<file path="src/rtl/cell_pixel_serializer_if.sv">
// Stream bundle between the ALU stage, the serializer and the pixel sink.
// Cell side: valid/ready/216-bit cell. Pixel side: valid/ready/24-bit pixel
// plus last-of-cell and last-of-frame markers; busy reports a held cell.
interface cell_pixel_serializer_if;
    logic         cell_valid;
    logic         cell_ready;
    logic [215:0] cell_data;
    logic         pix_valid;
    logic         pix_ready;
    logic [23:0]  pix_data;
    logic         pix_last;
    logic         pix_frame_end;
    logic         busy;

    // Serializer side
    modport slave (
        input  cell_valid,
        input  cell_data,
        input  pix_ready,
        output cell_ready,
        output pix_valid,
        output pix_data,
        output pix_last,
        output pix_frame_end,
        output busy
    );

    // Upstream producer / downstream consumer side
    modport master (
        output cell_valid,
        output cell_data,
        output pix_ready,
        input  cell_ready,
        input  pix_valid,
        input  pix_data,
        input  pix_last,
        input  pix_frame_end,
        input  busy
    );
endinterface

</file>
<file path="src/rtl/cell_pixel_serializer.sv">
// Output unpacker: takes one 3x3 cell (9 x 24-bit pixels) and emits
// its pixels in order k=0..8, marking last-of-cell and last-of-frame.
// Ports:
//   i_clk   - clock, rising edge
//   i_rst   - asynchronous active-high reset
//   i_abort - synchronous flush of the held cell and the frame count
//   bus     - slave side of cell_pixel_serializer_if
module cell_pixel_serializer #(
    parameter int unsigned CELLS_PER_FRAME = 4
) (
    input  logic i_clk,
    input  logic i_rst,
    input  logic i_abort,
    cell_pixel_serializer_if.slave bus
);

    localparam int unsigned NPIX   = 9;
    localparam int unsigned PIX_W  = 24;
    localparam int unsigned CELL_W = NPIX * PIX_W;

    localparam logic [3:0]  K_LAST     = 4'd8;
    localparam logic [15:0] FRAME_LAST = 16'(CELLS_PER_FRAME - 1);

    typedef enum logic {
        S_IDLE,
        S_SHIFT
    } state_t;

    state_t            r_state;
    state_t            w_state_nxt;
    logic [CELL_W-1:0] r_buf;
    logic [CELL_W-1:0] w_buf_nxt;
    logic [3:0]        r_k;
    logic [3:0]        w_k_nxt;
    logic [15:0]       r_frame_cnt;
    logic [15:0]       w_frame_cnt_nxt;

    logic              w_shift;
    logic              w_at_last;
    logic              w_cell_ready;
    logic              w_cell_fire;
    logic              w_pix_fire;
    logic [PIX_W-1:0]  w_sel;

    assign w_shift   = (r_state == S_SHIFT);
    assign w_at_last = w_shift && (r_k == K_LAST);

    // Ready also opens on the last pixel's handshake so a waiting cell
    // follows without a bubble; this makes pix_ready -> cell_ready
    // combinational. Abort and reset both close the door.
    assign w_cell_ready = !i_rst && !i_abort &&
                          (!w_shift || (w_at_last && bus.pix_ready));
    assign w_cell_fire  = w_cell_ready && bus.cell_valid;
    assign w_pix_fire   = w_shift && bus.pix_ready;

    // Pixel select out of the held cell
    always_comb begin
        w_sel = '0;
        for (int i = 0; i < int'(NPIX); i++) begin
            if (r_k == 4'(i)) begin
                w_sel = r_buf[i*PIX_W +: PIX_W];
            end
        end
    end

    // Next-state and datapath updates
    always_comb begin
        w_state_nxt     = r_state;
        w_buf_nxt       = r_buf;
        w_k_nxt         = r_k;
        w_frame_cnt_nxt = r_frame_cnt;

        if (i_abort) begin
            w_state_nxt     = S_IDLE;
            w_k_nxt         = '0;
            w_frame_cnt_nxt = '0;
        end else begin
            unique case (r_state)
                S_IDLE: begin
                    if (w_cell_fire) begin
                        w_buf_nxt   = bus.cell_data;
                        w_k_nxt     = '0;
                        w_state_nxt = S_SHIFT;
                    end
                end
                S_SHIFT: begin
                    if (w_pix_fire) begin
                        if (!w_at_last) begin
                            w_k_nxt = r_k + 4'd1;
                        end else begin
                            w_frame_cnt_nxt = (r_frame_cnt == FRAME_LAST) ?
                                              16'd0 : r_frame_cnt + 16'd1;
                            w_k_nxt = '0;
                            if (w_cell_fire) begin
                                w_buf_nxt   = bus.cell_data;
                                w_state_nxt = S_SHIFT;
                            end else begin
                                w_state_nxt = S_IDLE;
                            end
                        end
                    end
                end
                default: begin
                    w_state_nxt = S_IDLE;
                end
            endcase
        end
    end

    always_ff @(posedge i_clk or posedge i_rst) begin
        if (i_rst) begin
            r_state <= S_IDLE;
        end else begin
            r_state <= w_state_nxt;
        end
    end

    always_ff @(posedge i_clk or posedge i_rst) begin
        if (i_rst) begin
            r_buf       <= '0;
            r_k         <= '0;
            r_frame_cnt <= '0;
        end else begin
            r_buf       <= w_buf_nxt;
            r_k         <= w_k_nxt;
            r_frame_cnt <= w_frame_cnt_nxt;
        end
    end

    assign bus.cell_ready    = w_cell_ready;
    assign bus.pix_valid     = w_shift;
    assign bus.pix_data      = w_shift ? w_sel : '0;
    assign bus.pix_last      = w_at_last;
    assign bus.pix_frame_end = w_at_last && (r_frame_cnt == FRAME_LAST);
    assign bus.busy          = w_shift;

endmodule

</file>
<file path="src/flat_wrapper.sv">
// flat-port wrapper written by rule: the top's interface ports become plain ports
module cell_pixel_serializer_flat 
#(
    parameter int unsigned CELLS_PER_FRAME = 4
)
  (i_clk, i_rst, i_abort, bus_cell_valid, bus_cell_data, bus_pix_ready, bus_cell_ready, bus_pix_valid, bus_pix_data, bus_pix_last, bus_pix_frame_end, bus_busy);
  cell_pixel_serializer_if bus_i ();
  input  logic i_clk;
  input  logic i_rst;
  input  logic i_abort;
  input wire logic [$bits(bus_i.cell_valid)-1:0] bus_cell_valid;
  input wire logic [$bits(bus_i.cell_data)-1:0] bus_cell_data;
  input wire logic [$bits(bus_i.pix_ready)-1:0] bus_pix_ready;
  output wire logic [$bits(bus_i.cell_ready)-1:0] bus_cell_ready;
  output wire logic [$bits(bus_i.pix_valid)-1:0] bus_pix_valid;
  output wire logic [$bits(bus_i.pix_data)-1:0] bus_pix_data;
  output wire logic [$bits(bus_i.pix_last)-1:0] bus_pix_last;
  output wire logic [$bits(bus_i.pix_frame_end)-1:0] bus_pix_frame_end;
  output wire logic [$bits(bus_i.busy)-1:0] bus_busy;
  assign bus_i.cell_valid = bus_cell_valid;
  assign bus_i.cell_data = bus_cell_data;
  assign bus_i.pix_ready = bus_pix_ready;
  assign bus_cell_ready = bus_i.cell_ready;
  assign bus_pix_valid = bus_i.pix_valid;
  assign bus_pix_data = bus_i.pix_data;
  assign bus_pix_last = bus_i.pix_last;
  assign bus_pix_frame_end = bus_i.pix_frame_end;
  assign bus_busy = bus_i.busy;
  cell_pixel_serializer #(.CELLS_PER_FRAME(CELLS_PER_FRAME)) u_core (.i_clk(i_clk), .i_rst(i_rst), .i_abort(i_abort), .bus(bus_i));
endmodule
</file>
<file path="config.mk">
export PLATFORM = sky130hd
export DESIGN_NAME = cell_pixel_serializer_flat
export DESIGN_NICKNAME = d
export VERILOG_FILES = /design/src/rtl/cell_pixel_serializer_if.sv /design/src/rtl/cell_pixel_serializer.sv /design/src/flat_wrapper.sv
export SDC_FILE = /design/constraint.sdc
export NUM_CORES = 1
export LEC_CHECK = 0
export BUFFER_PORTS_ARGS = -buffer_cell sky130_fd_sc_hd__buf_2
export CAP_MARGIN = 5
export CORE_ASPECT_RATIO = 0.75
export CORE_UTILIZATION = 50
export DETAILED_ROUTE_END_ITERATION = 12
export PLACE_DENSITY = 0.74
export SYNTH_ARGS = -nofsm -noshare
export SYNTH_HDL_FRONTEND = slang
export SYNTH_SLANG_ARGS = --single-unit
</file>
<file path="constraint.sdc">
create_clock -name i_clk -period 14.7 [get_ports i_clk]
set_input_delay 2.94 -clock i_clk [delete_from_list [all_inputs] [get_ports i_clk]]
set_output_delay 2.94 -clock i_clk [all_outputs]
set_load 0.01 [all_outputs]
</file>
==> out/metrics.yaml <==
synth_top_flop_cell: "dfrtp_1"
start_util_pct: 50.8
cts.sinks: 237
grt_antenna_before_repair: 17
synth-seq-area-share_pct: 50.7
nets: 1356
grt_overflow: 0
via_count: 8967
ctsLongestPathBuffers: 3
post_cts_resized: 0
gp_congestion: 0.901
die-area_sq_um: 24000
ir_drop_mv: 0.0920
async_flop_share_pct: 100
ctsRootBufferMaster: "clkbuf_16"
finalHoldViolCount: 0
cts_setup_buffers: 0
status: "complete, no violations"
finish.utilization_pct: 60.5
crit_type: "register to output port"
syn_inst: 921
relSlewSlack_pct: 18.6
drtIter0Drc: 970
clock_latency_ns: 0.53
final_layout_size_suffix_gt1_share_pct: 43.2
synth-edff-count: 0
ctsHoldBuffers: 0
setup_viol: 0
syn_area_sq_um: 11700
cp-start-kind: "register"
ant_nets: 0
cp.required_ns: 11.76
io_pins: 250
drc: 0
dp_worst_setup_slack_ns: 8.09
dp.cells: 1403
min_period_ns: 7.22
min_path_cells: 1
path_max_fanout: 40
grt_start_max_net_pins: 144
numPortBuffers: 249
synth_area_leaders: "dfrtp_1, mux2_4, mux2_2"
dp_hpwl_um: 22800
wirelength_um: 33700
ys_types: 55
hold_path.class: "register to register"
worstMarginPinSlew_ns: 1.22
stdcell_count: 1461
area_delta_synth_final_pct: 19.0
drv_slew: 0
grt_pass1_vias: 8976
rows: 48
synth_largest_area_cell: "dfrtp_1"
cts_tree: "done"
wire_per_inst_um: 23.1
grt_setup_unrepaired: "no"
ys_ff_latch: 237
die_w_um: 179
ff2ff_path_depth: 9
cp-end-kind: "output port"
cp.arrival_ns: 4.28
power_density_nw_per_um2: 132
p_total_mw: 1.84
post-route-period-util_pct: 49.1
finalHoldWorstSlack_ns: 0.481
first_pass_iters: 5
postPlaceCellArea_sq_um: 13000
cts_buffers: 25
fin_setup_tns_ns: 0
max_freq_ghz: 0.139
fin_area_sq_um: 13900
core_area_sq_um: 23000
clkTransAtPathRegs_ns: 0.06
die_height_um: 134
p_leak_nw: 6.19
yosysWarnings: 0
grt_pass1_wl_um: 52300
skew_ns: 0.0124
h-tree-depth: 1
worst_slack_ns: 7.48
yosys.area.top_type_share_pct: 50.7
grt_usage_pct: 28.5
syn_area_per_cell_sq_um: 12.7
synth_nets: 1147
max_cap_violations: 0
viasPerCell: 6.14
-- per-layer routing --
layer,global-route usage (%),up-vias,wire length [um]
met2,40.7,448,14400
met3,7.01,66,3030
li1,-,3924,-
met5,0,-,46
met4,9.09,8,802
met1,42.4,4521,15400
-- cells in the mapped netlist, drive strengths merged, types with 2 or more instances --
| master | instances |
|---|---|
| nand3 | 33 |
| mux2 | 216 |
| a31oi | 4 |
| nand4 | 5 |
| dfrtp | 237 |
| and3 | 3 |
| nor3 | 7 |
| nor4 | 4 |
| a32o | 24 |
| o21ba | 2 |
| nand2 | 33 |
| and2 | 3 |
| a41oi | 2 |
| a22o | 4 |
| or4 | 3 |
| o32ai | 25 |
| ha | 5 |
| o211ai | 3 |
| a21oi | 34 |
| nor2b | 7 |
| o21ai | 29 |
| and4 | 2 |
| a221o | 24 |
| buf | 39 |
| clkbuf | 42 |
| inv | 32 |
| nor2 | 32 |
| a221oi | 48 |
| o31ai | 3 |
-- flip-flops by register name (all words and copies together), names as in the netlist --
name                flops
u_core.r_buf          216
u_core.r_frame_cnt     16
u_core.r_k              4
u_core.bus.busy         1
-- critical path, stage by stage, from the launching register on --
cell	delay, ns
dfrtp_1	0.44
ha_2	0.76
buf_4	0.53
or2_1	0.99
a221oi_1	0.11
o32ai_1	0.50
a32o_1	0.25
buf_2	0.13
-- final timing paths --
check,start,endpoint,slack (ns)
min in group asynchronous,i_rst,u_core.bus.busy$_DFF_PP0_,2.51
worst min-delay path,u_core.r_buf[66]$_DFFE_PP0P_,u_core.r_buf[66]$_DFFE_PP0P_,0.48
worst min register to register,u_core.r_buf[66]$_DFFE_PP0P_,u_core.r_buf[66]$_DFFE_PP0P_,0.48
worst max-delay path,u_core.r_k[1]$_DFFE_PP0P_,bus_pix_data[0],7.48
max in group asynchronous,i_rst,u_core.r_buf[131]$_DFFE_PP0P_,10.70
worst max register to register,u_core.r_k[0]$_DFFE_PP0P_,u_core.r_buf[46]$_DFFE_PP0P_,10.54
-- cell usage in the layout (no fill, tap or decap), types with 5 or more instances in the layout --
cell type / count
buf_2: 249
dfrtp_1: 237
mux2_4: 90
mux2_2: 87
a221oi_1: 48
mux2_1: 39
a21oi_1: 34
nand2_1: 33
nand3_1: 33
nor2_1: 31
inv_1: 30
o32ai_1: 25
clkbuf_16: 25
a221o_1: 24
a32o_1: 24
o21ai_0: 19
diode_2: 13
buf_4: 13
o21ai_1: 10
clkbuf_8: 7
nor3_1: 6
nand4_1: 5
nor2b_1: 5
-- power by group --
group | leakage (nW) | internal (mW) | switching (mW)
Clock | 0.422 | 0.400 | 0.269
Combinational | 2.92 | 0.181 | 0.123
Sequential | 2.85 | 0.779 | 0.0829
Total | 6.19 | 1.36 | 0.475
-- cell families (layout without fill, tap and decap cells) --
family / after synthesis / after routing / share of synthesized area, %
adders and majority gates: 5 / 5 / 0.535
buffers and inverters: 113 / 340 / 4.91
AOI/OAI and AO/OA: 211 / 211 / 14.2
muxes: 216 / 216 / 23.7
and+or+nand+nor: 139 / 139 / 5.96
other: 0 / 13 / 0
DFF: 237 / 237 / 50.7
-- cell type report --
class,instances,area [sq um]
Fill cell,1917,9090
Sequential cell,237,5930
Multi-Input combinational cell,571,5220
Timing Repair Buffer,263,1360
Clock buffer,36,737
Tap cell,300,375
Clock inverter,9,129
Inverter,32,128
Antenna cell,13,32.5
No activity file was read; power rests on OpenSTA's default activity.
